[src/rtl/fetch_pc_unit.sv]
// fetch_pc_unit
//   Program counter and next-PC stage of the single-cycle core. It selects the
//   next instruction address from the control decoder's next-PC operation,
//   the register operands and the instruction immediates. It also owns the
//   exit-syscall halt state, the display-syscall latch and the run statistics.
//
// Ports
//   clk          core clock, rising edge
//   rst          asynchronous active-high reset
//   en           step enable; all registers hold when low
//   op_wtg       next-PC operation (NOP/J32/J26/BEQ/BNE/BLTZ, others = NOP)
//   syscall_en   current instruction is a syscall
//   data_x       regfile port A (rs, or $v0 during a syscall)
//   data_y       regfile port B (rt, or $a0 during a syscall)
//   imm16        instruction[15:0], branch offset in words
//   imm26        instruction[25:0], jump target in words
//   pc           registered current PC
//   pc_4         pc + 4, combinational
//   branch_taken combinational; conditional branch taken this cycle
//   halted       registered; exit syscall has executed
//   display      registered; last $a0 of a display syscall
//   cycle_cnt    executed instructions
//   jump_cnt     executed j/jal/jr
//   taken_cnt    taken conditional branches
module fetch_pc_unit #(
  parameter logic [31:0] PC_RESET   = 32'h0000_0000,
  parameter int unsigned CNT_W      = 32,
  parameter int unsigned WTG_OP_BIT = 3
) (
  input  logic                  clk,
  input  logic                  rst,
  input  logic                  en,
  input  logic [WTG_OP_BIT-1:0] op_wtg,
  input  logic                  syscall_en,
  input  logic [31:0]           data_x,
  input  logic [31:0]           data_y,
  input  logic [15:0]           imm16,
  input  logic [25:0]           imm26,
  output logic [31:0]           pc,
  output logic [31:0]           pc_4,
  output logic                  branch_taken,
  output logic                  halted,
  output logic [31:0]           display,
  output logic [CNT_W-1:0]      cycle_cnt,
  output logic [CNT_W-1:0]      jump_cnt,
  output logic [CNT_W-1:0]      taken_cnt
);

  // Next-PC operation codes shared with the control decoder.
  localparam logic [WTG_OP_BIT-1:0] WTG_OP_NOP  = WTG_OP_BIT'(0);
  localparam logic [WTG_OP_BIT-1:0] WTG_OP_J32  = WTG_OP_BIT'(1);
  localparam logic [WTG_OP_BIT-1:0] WTG_OP_J26  = WTG_OP_BIT'(2);
  localparam logic [WTG_OP_BIT-1:0] WTG_OP_BEQ  = WTG_OP_BIT'(3);
  localparam logic [WTG_OP_BIT-1:0] WTG_OP_BNE  = WTG_OP_BIT'(4);
  localparam logic [WTG_OP_BIT-1:0] WTG_OP_BLTZ = WTG_OP_BIT'(5);

  localparam logic [31:0] SYS_EXIT    = 32'd10;
  localparam logic [31:0] SYS_DISPLAY = 32'd34;

  typedef enum logic {
    S_RUN  = 1'b0,
    S_HALT = 1'b1
  } state_t;

  state_t           r_state;
  logic [31:0]      r_pc;
  logic             r_halted;
  logic [31:0]      r_display;
  logic [CNT_W-1:0] r_cycle_cnt;
  logic [CNT_W-1:0] r_jump_cnt;
  logic [CNT_W-1:0] r_taken_cnt;

  logic [31:0] w_pc_4;
  logic [31:0] w_br_target;
  logic [31:0] w_j26_target;
  logic [31:0] w_pc_next;
  logic        w_cond;
  logic        w_is_jump;
  logic        w_branch_taken;
  logic        w_sys_exit;
  logic        w_sys_display;

  assign w_pc_4       = r_pc + 32'd4;
  // Word offset sign-extended and scaled to bytes; the add wraps mod 2^32.
  assign w_br_target  = w_pc_4 + {{14{imm16[15]}}, imm16, 2'b00};
  assign w_j26_target = {w_pc_4[31:28], imm26, 2'b00};

  assign w_sys_exit    = syscall_en && (data_x == SYS_EXIT);
  assign w_sys_display = syscall_en && (data_x == SYS_DISPLAY);

  always_comb begin
    w_cond    = 1'b0;
    w_is_jump = 1'b0;
    unique case (op_wtg)
      WTG_OP_J32,
      WTG_OP_J26:  w_is_jump = 1'b1;
      WTG_OP_BEQ:  w_cond    = (data_x == data_y);
      WTG_OP_BNE:  w_cond    = (data_x != data_y);
      WTG_OP_BLTZ: w_cond    = data_x[31];
      default:     ;
    endcase
  end

  // A syscall overrides whatever op_wtg says, so it also masks the branch.
  assign w_branch_taken = (r_state == S_RUN) && !syscall_en && w_cond;

  always_comb begin
    w_pc_next = w_pc_4;
    if (syscall_en) begin
      if (w_sys_exit) w_pc_next = r_pc;
    end else begin
      case (op_wtg)
        WTG_OP_J32:  w_pc_next = data_x;
        WTG_OP_J26:  w_pc_next = w_j26_target;
        WTG_OP_BEQ,
        WTG_OP_BNE,
        WTG_OP_BLTZ: if (w_cond) w_pc_next = w_br_target;
        default:     w_pc_next = w_pc_4;
      endcase
    end
  end

  always_ff @(posedge clk or posedge rst) begin
    if (rst) begin
      r_state     <= S_RUN;
      r_pc        <= PC_RESET;
      r_halted    <= 1'b0;
      r_display   <= '0;
      r_cycle_cnt <= '0;
      r_jump_cnt  <= '0;
      r_taken_cnt <= '0;
    end else if (en) begin
      case (r_state)
        S_RUN: begin
          r_pc        <= w_pc_next;
          r_cycle_cnt <= r_cycle_cnt + CNT_W'(1);
          if (!syscall_en && w_is_jump) r_jump_cnt <= r_jump_cnt + CNT_W'(1);
          if (w_branch_taken) r_taken_cnt <= r_taken_cnt + CNT_W'(1);
          if (w_sys_display) r_display <= data_y;
          if (w_sys_exit) begin
            r_state  <= S_HALT;
            r_halted <= 1'b1;
          end
        end
        default: begin
          r_state  <= S_HALT;
          r_halted <= 1'b1;
        end
      endcase
    end
  end

  assign pc           = r_pc;
  assign pc_4         = w_pc_4;
  assign branch_taken = w_branch_taken;
  assign halted       = r_halted;
  assign display      = r_display;
  assign cycle_cnt    = r_cycle_cnt;
  assign jump_cnt     = r_jump_cnt;
  assign taken_cnt    = r_taken_cnt;

endmodule

[config.mk]
export PLATFORM = sky130hd
export DESIGN_NAME = fetch_pc_unit
export DESIGN_NICKNAME = d
export VERILOG_FILES = /design/src/rtl/fetch_pc_unit.sv
export SDC_FILE = /design/constraint.sdc
export NUM_CORES = 1
export LEC_CHECK = 0
export BUFFER_PORTS_ARGS = -buffer_cell sky130_fd_sc_hd__buf_2
export CAP_MARGIN = 20
export CORE_MARGIN = 8
export CORE_UTILIZATION = 40
export CTS_CLUSTER_DIAMETER = 80
export DETAILED_ROUTE_END_ITERATION = 16
export GPL_TIMING_DRIVEN = 0
export SYNTH_ARGS = -nofsm -noshare
export SYNTH_HDL_FRONTEND = slang
export SYNTH_SLANG_ARGS = --single-unit
[constraint.sdc]
create_clock -name clk -period 8.8 [get_ports clk]
set_clock_uncertainty 0.15 [all_clocks]
set_input_delay 2.64 -clock clk [delete_from_list [all_inputs] [get_ports clk]]
set_output_delay 2.64 -clock clk [all_outputs]
set_load 0.05 [all_outputs]
==> results of run 1 <==
## flip-flops by register name, summed over array words and instances (netlist names)
name,count
cycle_cnt,32
display,32
halted,1
jump_cnt,32
pc,32
r_state,1
taken_cnt,32
## cell type report
type	instances	area, um2	share of cell area (%)
Timing Repair Buffer	305	1550	12.0
Clock inverter	15	186	1.44
Inverter	29	116	0.900
Sequential cell	162	4050	31.3
Antenna cell	1	2.50	0.0193
Tap cell	335	419	3.24
Clock buffer	17	425	3.29
Buffer	43	226	1.75
Multi-Input combinational cell	823	5950	46.0
## kinds of logic (layout without fill, tap and decap cells)
group,after synthesis,in the layout
other cells,0,1
flops,162,162
mux,35,35
xor+xnor,175,175
buf+inv,72,409
compound gates,219,219
simple gates,356,356
fa+ha+maj,38,38
## cells in the mapped netlist, types with 6 or more instances
cell	n	share of area, %
nor3_1	18	0.87
nand3_1	63	3.0
a222oi_1	13	1.3
and2_1	8	0.48
nor4_2	9	1.1
a21o_1	19	1.4
mux2_2	33	3.6
buf_2	15	0.73
xor2_1	71	6.0
and3_1	32	1.9
nand2b_1	6	0.36
o21a_1	7	0.51
nor4_1	8	0.48
o21ai_0	37	1.8
a2bb2oi_1	9	0.76
nand2_1	79	2.9
nor2b_1	11	0.67
nand4_1	34	2.1
a21oi_1	40	1.9
a22oi_1	12	0.87
clkbuf_1	21	0.76
o21ai_1	11	0.53
nor2_1	56	2.0
dfrtp_1	162	39
and4_1	7	0.59
inv_1	29	1.1
ha_1	37	4.5
a211oi_1	6	0.44
xnor2_1	103	8.7
## routing by layer
layer,part of all wire [%],vias to the layer above,wire length [um]
li1,-,4517,-
met1,42,4720,15700
met2,47,422,17400
met3,8.4,59,3140
met4,2.7,4,987
met5,0.073,-,27
## worst max-delay path, delay by kind of cell
kind | cells | cell delay [ns]
and+or+nand+nor | 5 | 1.34
buffers and inverters | 3 | 0.71
xor gates and xnor gates | 1 | 0.16
## power by group through the flow
stage	registers (mW)	clock network [mW]	logic, mW
2_1_floorplan	1.15	0	0.690
3_3_place_gp	0.932	0	1.27
3_5_place_dp	0.935	0	1.28
4_1_cts	0.921	0.794	1.28
5_1_grt	0.935	0.825	1.37
6_report	0.923	0.778	1.28
## worst max path at each step
stage	from	depth (start not counted)	slack, ns	to
final	data_x[17]	9	1.14	branch_taken
after global routing	data_x[17]	9	1.02	branch_taken
after CTS	data_x[17]	9	1.13	branch_taken
after detailed placement	data_x[17]	9	1.12	branch_taken
after global placement	rst	2	-0.55	display[17]
after floorplan	data_y[30]	7	1.06	branch_taken
## per-stage QoR
stage	hold WS (ns)	setup WS, ns
3_5_place_dp	0.305	1.12
3_3_place_gp	0.301	-0.553
4_1_cts	0.323	1.13
5_1_grt	0.345	1.02
6_report	0.318	1.14
2_1_floorplan	0.341	1.06
==> results.tsv, run 1 <==
metric	value	unit
dpl_cell_area	12300	um2
fp.dieW	177	um
hp-class	register to register	
synth_top_family_by_area	simple AND/OR/NAND/NOR gates	
vias_per_cell	5.62	
final_cell_mix	318 x buf_2, 162 x dfrtp_1, 103 x xnor2_1	
grt_pass1_wl	57500	um
synthAdderAreaFrac	4.67	%
syn-num-nets	1208	
crit_slowest_cell	nor4_2	
grt_use_met1	29.4	%
netlist-cell-type-count	78	
ios	307	
synth-simple-area-share	19.2	%
grt_start_max_net_pins	126	
fin_setup_tns	0	ns
worst_skew_pair.late_latency	0.43	ns
fillerInstances	2450	
total_power	2.99	mW
grt.busiest_layer	met2	
synth-xor-area-share	14.9	%
crit_chain	buf_2 -> xor2_1 -> nor4_2 -> nand4_2 -> nor4b_4 -> nor2_1 -> buf_2 -> nor3_1 -> buf_2	
whs_path_depth	1	
fin_crit	7.66	ns
final_common_cell	buf_2	
drc	0	
h-tree-depth	4	
io_buffers	303	
cts_resized	0	
status	completed	
period_share	87.0	%
cts_tree	done	
utilization	50.3	%
ys_ff_latch	162	
synthArstFlopShare	100	%
final_hold_viol_count	0	
stdcell_count	1730	
globalRouteTotalUtil	23.5	%
r2r_slack	4.16	ns
pwr-share-clk	26.1	%
gp_congestion	0.961	
area_growth	25.1	%
hp-start	jump_cnt[31]	
p_leak	6.51	nW
critical_path_arrival	4.87	ns
vias	9722	
grt_antenna_before_repair	3	
cap_violations	0	
grt_use_met3	7.10	%
rows	59	
core_area	25700	um2
synth_area	10300	um2
endpoint_kind	output pin	
drtAntennaViolNets	0	
tightest_slew	0.781	ns
pwr-share-comb	43.0	%
dr.pass1.iters	7	
nets	1532	
synth_ff_type	dfrtp_1	
synth_enable_flop_cells	0	
r2r_cells	16	
die_area	31300	um2
initial_core_util	40.3	%
crit_path_start_kind	primary input	
path_max_fanout	10	
rsz0062_at_grt	false	
cts.sink_count	162	
required	6.01	ns
synth-compound-area-share	14.9	%
wirelength	37200	um
fmax	131	MHz
cts_setup_buffers	0	
drt_iter0_drc	696	
internal_power	1.60	mW
grt_pass1_vias	9807	
postSynthCellCount	1057	
grt-ovfl-total	0	
r2r_end	pc[29]	
grt_use_met2	38.0	%
r2r_start	pc[2]	
slowest_delay	0.44	ns
critPathMostFrequentCell	buf_2	
cts_buffer_depth	2	
critPathKind	primary input to output pin	
muxShareOfSynthArea	3.80	%
cts_root_buf	clkbuf_16	
avgSynthCellArea	9.78	um2
dp_hpwl	30100	um
drt-wirelength-per-cell	21.5	um
yosysWarnings	0	
seqPwrFrac	30.9	%
net-switching-power	1.39	mW
min_to	jump_cnt[31]	
clk_pin_slew	0.07	ns
ir_drop	0.000178	V
slew_headroom	47.3	%
setup_violations	0	
ctsHoldBuffers	0	
slew_violations	0	
p_per_area	231	nW/um2
power_switching_share	46.4	%
cts_made_buffers	17	
synth-seq-area-share	39.2	%
place_inst	1697	
die_h	177	um
design_area	12900	um2
drive_above_1_share	30.6	%
No activity file was read; power rests on OpenSTA's default activity.
==> inputs of run 2 (changes only) <==
SLEW_MARGIN = 20   (was not set)
clock period = 8.3 ns   (was 8.8 ns; I/O delays follow)
==> results.tsv, run 2 (synthesis results as in run 1) <==
metric	value	unit	change
die_h	177	um	unchanged
cts_buffer_depth	2		unchanged
setup_ws	0.913	ns	was 1.14 ns
cts_setup_buffers	0		unchanged
cts.sink_count	162		unchanged
final_cell_mix	318 x buf_2, 162 x dfrtp_1, 103 x xnor2_1		unchanged
cts_made_buffers	17		unchanged
drt-wirelength-per-cell	21.6	um	was 21.5 um
drive_above_1_share	30.7	%	was 30.6%
slew_violations	0		unchanged
core_area	25700	um2	unchanged
nets	1531		was 1532
total_power	3.17	mW	was 2.99 mW
clk_pin_slew	0.07	ns	about the same
pwr-share-clk	25.9	%	was 26.1%
grt_pass1_wl	57700	um	was 57500 um
r2r_start	pc[2]		unchanged
vias	9719		was 9722
power_switching_share	46.4	%	about the same
dp_hpwl	30000	um	was 30100 um
dpl_cell_area	12300	um2	about the same
required	5.66	ns	was 6.01 ns
place_ws	0.898	ns	was 1.12 ns
dr.pass1.iters	9		was 7
die_area	31300	um2	unchanged
net-switching-power	1.47	mW	was 1.39 mW
fin_setup_tns	0	ns	unchanged
grt_start_max_net_pins	86		was 126
cts_root_buf	clkbuf_16		unchanged
design_area	12900	um2	about the same
internal_power	1.70	mW	was 1.60 mW
drt_iter0_drc	806		was 696
p_per_area	245	nW/um2	was 231 nW/um2
hp-start	jump_cnt[31]		unchanged
status	completed		unchanged
cts_tree	done		unchanged
io_buffers	303		unchanged
grt_pass1_vias	9810		was 9807
globalRouteTotalUtil	23.4	%	was 23.5%
rows	59		unchanged
drtAntennaViolNets	0		unchanged
grt-ovfl-total	0		unchanged
initial_core_util	40.3	%	unchanged
ctsHoldBuffers	0		unchanged
crit_path_start_kind	primary input		unchanged
cts_resized	0		unchanged
fin_crit	7.39	ns	
endpoint_kind	output pin		unchanged
fillerInstances	2507		was 2450
crit_slowest_cell	nor4_2		unchanged
path_max_fanout	10		unchanged
slowest_delay	0.45	ns	was 0.44 ns
fmax	135	MHz	
ios	307		unchanged
gp_congestion	0.961		unchanged
seqPwrFrac	30.9	%	about the same
tightest_slew	0.772	ns	was 0.781 ns
h-tree-depth	4		unchanged
utilization	50.3	%	about the same
p_leak	6.51	nW	about the same
area_growth	25.0	%	was 25.1%
vias_per_cell	5.62		about the same
whs_path_depth	1		unchanged
period_share	89.0	%	
setup_violations	0		unchanged
fp.dieW	177	um	unchanged
critPathKind	primary input to output pin		unchanged
slew_headroom	48.4	%	was 47.3%
final_hold_viol_count	0		unchanged
crit_chain	buf_2 -> xor2_1 -> nor4_2 -> nand4_2 -> nor4b_4 -> nor2_1 -> buf_2 -> nor3_1 -> buf_2		unchanged
r2r_slack	3.65	ns	was 4.16 ns
ir_drop	0.000193	V	was 0.000178 V
worst_skew_pair.late_latency	0.43	ns	about the same
critical_path_arrival	4.75	ns	was 4.87 ns
hp-class	register to register		unchanged
r2r_cells	16		unchanged
pwr-share-comb	43.1	%	was 43.0%
wirelength	37300	um	was 37200 um
grt_antenna_before_repair	1		was 3
critPathMostFrequentCell	buf_2		unchanged
n_antenna_cell	0		was 1
drc	0		unchanged
final_common_cell	buf_2		unchanged
r2r_end	pc[29]		unchanged
cap_violations	0		unchanged
rsz0062_at_grt	false		unchanged
min_to	jump_cnt[31]		unchanged
## run 2: worst max path at each step
| stage | to | slack [ns] | start | depth (start not counted) |
|---|---|---|---|---|
| 2_1_floorplan | branch_taken | 0.86 | data_y[30] | 7 |
| 3_3_place_gp | display[17] | -0.90 | rst | 2 |
| 3_5_place_dp | branch_taken | 0.90 | data_x[17] | 9 |
| 4_1_cts | branch_taken | 0.90 | data_x[17] | 9 |
| 5_1_grt | branch_taken | 0.78 | data_x[17] | 9 |
| 6_report | branch_taken | 0.91 | data_x[17] | 9 |
## run 2: stage by stage
step | cells | hold slack, ns
after floorplan | 1057 | 0.341
after global placement | 1695 | 0.301
final | 1728 | 0.318
after CTS | 1728 | 0.323
after detailed placement | 1696 | 0.305
after global routing | 1728 | 0.345
## run 2: metal layers
metal	GRT usage (%)	vias up	share of wire [%]
met3	6.32	47	8.6
li1	-	4508	-
met1	29.8	4739	42
met2	38.6	423	47
met4	6.27	2	2.1
met5	0	-	0.035
## run 2: layout make-up
| cell class | count | area (um2) | share of cell area, % |
|---|---|---|---|
| sequential | 162 | 4050 | 31.3 |
| timing repair buffer | 304 | 1540 | 11.9 |
| tap | 335 | 419 | 3.24 |
| inverter | 29 | 116 | 0.900 |
| multi-input combinational | 823 | 5960 | 46.1 |
| buffer | 43 | 226 | 1.75 |
| clock buffer | 17 | 425 | 3.29 |
| clock inverter | 15 | 189 | 1.46 |
## run 2: worst max-delay path: cells and delay by family
family | cells | cell delay, ns
xor+xnor | 1 | 0.16
buf+inv | 3 | 0.72
simple gates | 5 | 1.36
## run 2: power by group through the flow
| stage | Sequential, mW | Clock, mW | Combinational, mW |
|---|---|---|---|
| CTS | 0.977 | 0.840 | 1.36 |
| global placement | 0.988 | 0 | 1.35 |
| detailed placement | 0.992 | 0 | 1.36 |
| global route | 0.991 | 0.874 | 1.46 |
| finish | 0.980 | 0.821 | 1.37 |
| floorplan | 1.21 | 0 | 0.731 |
